### src/rtl/cut_sweep_controller.sv
// Exhaustive input sweep of a combinational CUT with MISR compaction and a golden compare.
// Each vector costs SETTLE+1 cycles. There is no backpressure: start is ignored while busy.
module cut_sweep_controller #(
  parameter int               N_IN   = 2,
  parameter int               N_OUT  = 8,
  parameter int               SIG_W  = 16,
  parameter int               SETTLE = 1,
  parameter logic [SIG_W-1:0] POLY   = 16'h1021,
  parameter logic [SIG_W-1:0] SEED   = 16'hFFFF
) (
  input  logic             clk,
  input  logic             rst,
  input  logic             start,
  input  logic [SIG_W-1:0] golden,
  output logic [N_IN-1:0]  cut_x,
  input  logic [N_OUT-1:0] cut_f,
  output logic             busy,
  output logic             done,
  output logic             pass,
  output logic [SIG_W-1:0] signature
);

  localparam int CNT_W = (SETTLE > 1) ? $clog2(SETTLE) : 1;
  localparam logic [CNT_W-1:0] CNT_LAST = CNT_W'(SETTLE - 1);

  typedef enum logic [1:0] {
    IDLE   = 2'd0,
    SETTLE_ST = 2'd1,
    SAMPLE = 2'd2,
    DONE   = 2'd3
  } state_t;

  state_t           state, state_n;
  logic [CNT_W-1:0] cnt;
  logic [SIG_W-1:0] golden_q;
  logic [SIG_W-1:0] f_ext;
  logic [SIG_W-1:0] sig_next;
  logic             last_vec;

  assign last_vec = (cut_x == {N_IN{1'b1}});
  assign busy     = (state != IDLE);
  assign done     = (state == DONE);

  // Zero-extend CUT outputs so N_OUT == SIG_W needs no special case
  always_comb begin
    f_ext              = '0;
    f_ext[N_OUT-1:0]   = cut_f;
  end

  assign sig_next = (signature << 1) ^ (signature[SIG_W-1] ? POLY : '0) ^ f_ext;

  always_ff @(posedge clk or posedge rst) begin
    if (rst) state <= IDLE;
    else     state <= state_n;
  end

  always_comb begin
    state_n = state;
    case (state)
      IDLE:      if (start) state_n = SETTLE_ST;
      SETTLE_ST: if (cnt == CNT_LAST) state_n = SAMPLE;
      SAMPLE:    state_n = last_vec ? DONE : SETTLE_ST;
      DONE:      state_n = IDLE;
      default:   state_n = IDLE;
    endcase
  end

  always_ff @(posedge clk or posedge rst) begin
    if (rst) begin
      cut_x     <= '0;
      signature <= SEED;
      cnt       <= '0;
      golden_q  <= '0;
      pass      <= 1'b0;
    end else begin
      case (state)
        IDLE: begin
          if (start) begin
            cut_x     <= '0;
            signature <= SEED;
            cnt       <= '0;
            golden_q  <= golden;
            pass      <= 1'b0;
          end
        end
        SETTLE_ST: begin
          if (cnt == CNT_LAST) cnt <= '0;
          else                 cnt <= cnt + CNT_W'(1);
        end
        SAMPLE: begin
          signature <= sig_next;
          // Last vector: cut_x stays all-ones rather than wrapping
          if (last_vec) pass  <= (sig_next == golden_q);
          else          cut_x <= cut_x + N_IN'(1);
        end
        default: ;
      endcase
    end
  end

endmodule

### config.mk
export PLATFORM = sky130hd
export DESIGN_NAME = cut_sweep_controller
export DESIGN_NICKNAME = d
export VERILOG_FILES = /design/src/rtl/cut_sweep_controller.sv
export SDC_FILE = /design/constraint.sdc
export NUM_CORES = 1
export LEC_CHECK = 0
export CAP_MARGIN = 20
export CELL_PAD_IN_SITES_DETAIL_PLACEMENT = 1
export CELL_PAD_IN_SITES_GLOBAL_PLACEMENT = 1
export CORE_ASPECT_RATIO = 0.9
export CORE_UTILIZATION = 34
export DETAILED_ROUTE_END_ITERATION = 8
export PLACE_DENSITY_LB_ADDON = 0.1
export SYNTH_ARGS = -nofsm -noshare
export SYNTH_HDL_FRONTEND = slang
export SYNTH_SLANG_ARGS = --single-unit
### constraint.sdc
create_clock -name clk -period 1.7 [get_ports clk]
set_input_delay 0.34 -clock clk [delete_from_list [all_inputs] [get_ports clk]]
set_output_delay 0.34 -clock clk [all_outputs]
set_load 0.02 [all_outputs]
# ---- Word level (Yosys, flattened, before mapping)
# Cells that the tools add are included.
dict set report totals {
  wordCells 44
  register_bits 38
  inputBits 27
}
dict set report classes {
  bitwise_logic 2
  reduce_logical 10
  muxes 15
  eq_ne 9
  add_sub_neg 2
}
# op n
set ops {}
lappend ops {{$pmux 16 s2} 1}
lappend ops {{$eq 16x16->1} 1}
lappend ops {{$mux 16} 1}
lappend ops {{$xor 16x13->16} 1}
lappend ops {{$xor 16x8->16} 1}
lappend ops {{$mux 13} 1}
lappend ops {{$mux 2} 5}
lappend ops {{$ne 2x2->1 const B} 4}
lappend ops {{$pmux 2 s4} 1}
lappend ops {{$reduce_and 2->1} 4}
lappend ops {{$eq 2x2->1 const B} 3}
lappend ops {{$reduce_and 3->1} 2}
lappend ops {{$reduce_bool 2->1} 3}
lappend ops {{$pmux 1 s2} 2}
lappend ops {{$pmux 2 s2} 1}
lappend ops {{$mux 1} 3}
lappend ops {{$add 2x1->2 const B} 1}
lappend ops {{$eq 2x1->1 const B} 1}
lappend ops {{$logic_not 2->1} 1}
lappend ops {{$add 1x1->1 const B} 1}

# ---- Logic depth before layout (Yosys ltp)
dict set report depth {
  depth_word 6
  mapped_depth 6
  mapped_depth_nobuf 5
}

# ---- Worst setup path before layout
# OpenSTA, ideal clock, no wires.
dict set report synth_timing {
  kind {register to register}
  from {reg signature[15]}
  to {reg pass}
  slack_ns 0.006
  stages_incl_launch_ff 6
  t_arrival_ns 1.602
  setup_ns 0.092
  n_path_buf 1
  path_cell_list {dfstp_2 buf_6 xnor2_4 xnor2_1 or4_4 o31ai_2}
}
dict set report synth_via {
  elab_chain_cells 6
}
# item line
set synth_lines {}
lappend synth_lines {{start, declared} 20} ;# output logic [SIG_W-1:0] signature
lappend synth_lines {{start signal, assigned} 91} ;# signature <= sig_next;
lappend synth_lines {{$mux 13} 50} ;# assign sig_next = (signature << 1) ^ (signature[SIG_W-1] ? POLY : '0) ^ f_ext;
lappend synth_lines {{$xor 16x13->16} 50}
lappend synth_lines {{$xor 16x8->16} 50}
lappend synth_lines {{$eq 16x16->1} 93} ;# if (last_vec) pass <= (sig_next == golden_q);
lappend synth_lines {{$mux 1} 93}
lappend synth_lines {{$pmux 1 s2} 76} ;# case (state)
lappend synth_lines {{end signal, assigned} 93}
lappend synth_lines {{end, declared} 19} ;# output logic pass,
# Every way passes these cells. The select of a mux whose other input is x is not followed.
# A chain may end at the register's enable or synchronous reset.

# ---- Worst setup path after layout
dict set report layout_timing {
  from {in cut_f[0]}
  to {reg pass}
}
dict set report layout_via {
  elab_chain_cells 4
}
# item line
set layout_lines {}
lappend layout_lines {{start, declared} 16} ;# input logic [N_OUT-1:0] cut_f,
lappend layout_lines {{$xor 16x8->16} 50}
lappend layout_lines {{$eq 16x16->1} 93}
lappend layout_lines {{$mux 1} 93}
lappend layout_lines {{$pmux 1 s2} 76}
# Every way passes these cells. The select of a mux whose other input is x is not followed.

==> impl_metrics.toml <==
[place]
worst_slack_placed_ns = -0.288
buffer_ports.inserted = 47
post-dp-hpwl_mm = 3.16
gpl.final_weighted_congestion = 0.737
post_place_cell_area_um2 = 2440

[global_route]
grt_remaining_overflow = 0
via_count_of_the_first_global_routing_pass = 1394
antenna_violations_before_repair = 0
first_pass_grt_wire_length_mm = 7.19
grt_start_max_net_pins = 38
grt.total_usage_pct = 17.2

[cts]
clock_sinks = 37
clk_transition_reported_paths_ns = 0.07
holdBufCountCts = 0
clk-insertion-delay-late_ns = 0.28
number_of_levels_in_the_clock_h_tree = 2
cts_buffer_count = 5
tritoncts = "yes"
ctsRootBufferMaster = "clkbuf_8"
clockBufferDepth = 2

[final_layout]
num-nets-final = 234
synthToLayoutAreaGrowth_pct = 41.3
num_antenna_cells = 0
finish.instance_area_um2 = 2530
drive_gt1_share_pct = 28.5

[yosys]
synthesis.area_per_instance_um2 = 12.6
async_flop_share_pct = 100
synth.distinct_cells = 33
synth_enable_flop_cells = 0
yosys_most_used_dff = "dfrtp_1"
postSynthNetCount = 170
ys_warn_count = 0
synthesis.instances = 142
yosys_register_bits = 37
syn-cell-area_um2 = 1790
seq_area_frac_synth_pct = 52.8

[setup_path]
critPathBufInv = 1
crit_path_cell_chain = "clkdlybuf4s50_1, xnor2_4, xnor2_2, or4_4, o31ai_4"
setup.worst_path.class = "in -> reg"
timing.critical_path.fanout_max = 2
critPathArrivalTime_ns = 1.92
critical_path.endpoint_type = "flop"
max_stage_delay_ns = 0.54
cp-start-kind = "input pin"
slowest_stage = "or4_4"
crit_required_ns = 1.90
worst_path_dominant_cell_family = "simple AND/OR/NAND/NOR gates"

[routing]
drt_pre_antenna_iters = 4
wl_mm = 4.16
drt-vias-per-instance = 4.72
drt-wirelength-per-cell_um = 15.3
num_vias = 1284
detailedRoute.firstIterationViolations = 40
antenna_left = 0
remaining_drc_errors = 0

[status]
violations = "setup timing"
run_status = "finished with violations"

[timing]
timing_hold_violations_final = 0
worst_setup_slack_final_ns = -0.0186
slew_headroom_pct = 73.2
worstMarginPinSlew_ns = 0.398
fmaxAchievable_mhz = 582
number_of_pins_with_negative_max_slew_slack_in_the_final_report = 0
total_of_endpoints_with_negative_setup_slack_in_the_final_report = 1
final.setup.tns_ns = -0.0186
grt_setup_unrepaired = "yes"
post-route-period-util_pct = 101
fin_worst_hold_slack_ns = 0.409
fin_worst_skew_ns = 0.00675
min_period_ns = 1.72

[die]
floorplan.initialDensity_pct = 36.2
core-area_um2 = 4950
ios = 48
fp.dieW_um = 78.5
dieHeight_um = 70.9
num_rows = 24
design.die.area_um2 = 5560

[power_and_ir_drop]
peak_supply_drop_mv = 0.655
total_leakage_power_nw = 1.04
power_w = 0.00438
power_per_cell_area_nw_per_um2 = 1730

[run]
max_cap_violations = 0

[worst_hold_path]
timing.hold.worst.class = "in -> async"
-- power breakdown --
group | total (W) | switching [W] | internal, W
clock network | 0.000586 | 0.000302 | 0.000284
logic | 0.00206 | 0.000942 | 0.00112
registers | 0.00173 | 0.000371 | 0.00136
total | 0.00438 | 0.00161 | 0.00277
-- cells in the final DEF (no fill, tap or decap), types with 3 or more instances in the layout --
| master | instances |
|---|---|
| a21oi_1 | 10 |
| buf_4 | 13 |
| clkbuf_8 | 5 |
| clkdlybuf4s50_1 | 28 |
| dfrtp_1 | 21 |
| dfstp_2 | 16 |
| dlygate4sd2_1 | 17 |
| inv_1 | 3 |
| mux2_2 | 15 |
| nand2_1 | 7 |
| nor2_1 | 12 |
| o21ai_0 | 4 |
| o22a_1 | 6 |
| xnor2_1 | 17 |
| xnor3_1 | 4 |
| xor2_1 | 3 |
-- timing repair --
action,in CTS,in global routing
pin swaps,0,2
endpoints found under the setup margin,18,3
resized for setup,18,4
setup buffers,0,1
-- sequential cells by signal (all words and copies together) (netlist names) --
register / count
golden_q: 16
signature: 16
cut_x: 2
state: 2
pass: 1
-- synth_stat cells, types with 2 or more instances --
master / count / share of area, %
mux2_2: 15 / 9.4
nor2_1: 12 / 2.5
xnor3_1: 4 / 5.0
dfstp_2: 16 / 23
nand2_1: 7 / 1.5
xnor2_1: 18 / 8.8
dfrtp_1: 21 / 29
o21ai_0: 4 / 1.1
buf_2: 2 / 0.56
xor2_1: 3 / 1.5
mux2i_1: 2 / 1.1
inv_1: 3 / 0.63
a21oi_1: 10 / 2.8
o22a_1: 6 / 2.9
-- worst min-delay path: cells and delay by family --
| kind | cells | cell delay (ns) |
|---|---|---|
| buffers and inverters | 3 | 0.73 |
-- kinds of logic (layout without fill, tap and decap cells) --
kind of cell	count (synthesis)	in the layout	share of synthesized area, %
AOI/OAI and AO/OA	24	24	9.01
xor gates and xnor gates	26	26	16.8
adders and majority gates	1	1	0.698
buffers and inverters	9	74	2.44
DFF	37	37	52.8
muxes	18	18	11.2
and+or+nand+nor	27	27	7.05
-- final timing paths --
| kind | from | endpoint | slack (ns) | cells after the start |
|---|---|---|---|---|
| setup / recovery | cut_f[0] | pass | -0.02 | 5 |
| setup reg to reg | signature[15] | pass | 0.01 | 4 |
| min in group clk | golden_q[7] | golden_q[7] | 0.52 | 1 |
| hold reg to reg | golden_q[7] | golden_q[7] | 0.52 | 1 |
| max in group asynchronous | rst | signature[11] | 1.03 | 3 |
| hold / removal | rst | golden_q[6] | 0.41 | 3 |
-- per-layer routing --
metal | up-vias | share of wire, % | GRT usage, %
met5 | - | 0 | 0
met4 | 0 | 1.1 | 5.56
met3 | 4 | 3.8 | 3.35
met2 | 32 | 49 | 28.9
met1 | 629 | 46 | 22.3
li1 | 619 | - | -
-- final cells by class --
class                      instances  area [um^2]
clock buffer                       6         72.6
timing repair buffer              62          589
multi-input combinational         96          818
inverter                           4         15.0
sequential                        37          946
clock inverter                     2         10.0
tap                               65         81.3
fill                             531         2420
-- metrics by stage --
| stage | instances | util, % |
|---|---|---|
| finish | 272 | 51.1 |
| global route | 272 | 51.1 |
| floorplan | 142 | - |
| CTS | 271 | 50.6 |
| global placement | 263 | 49.3 |
| detailed placement | 263 | 49.3 |
Power figures use the tool's default switching activity.
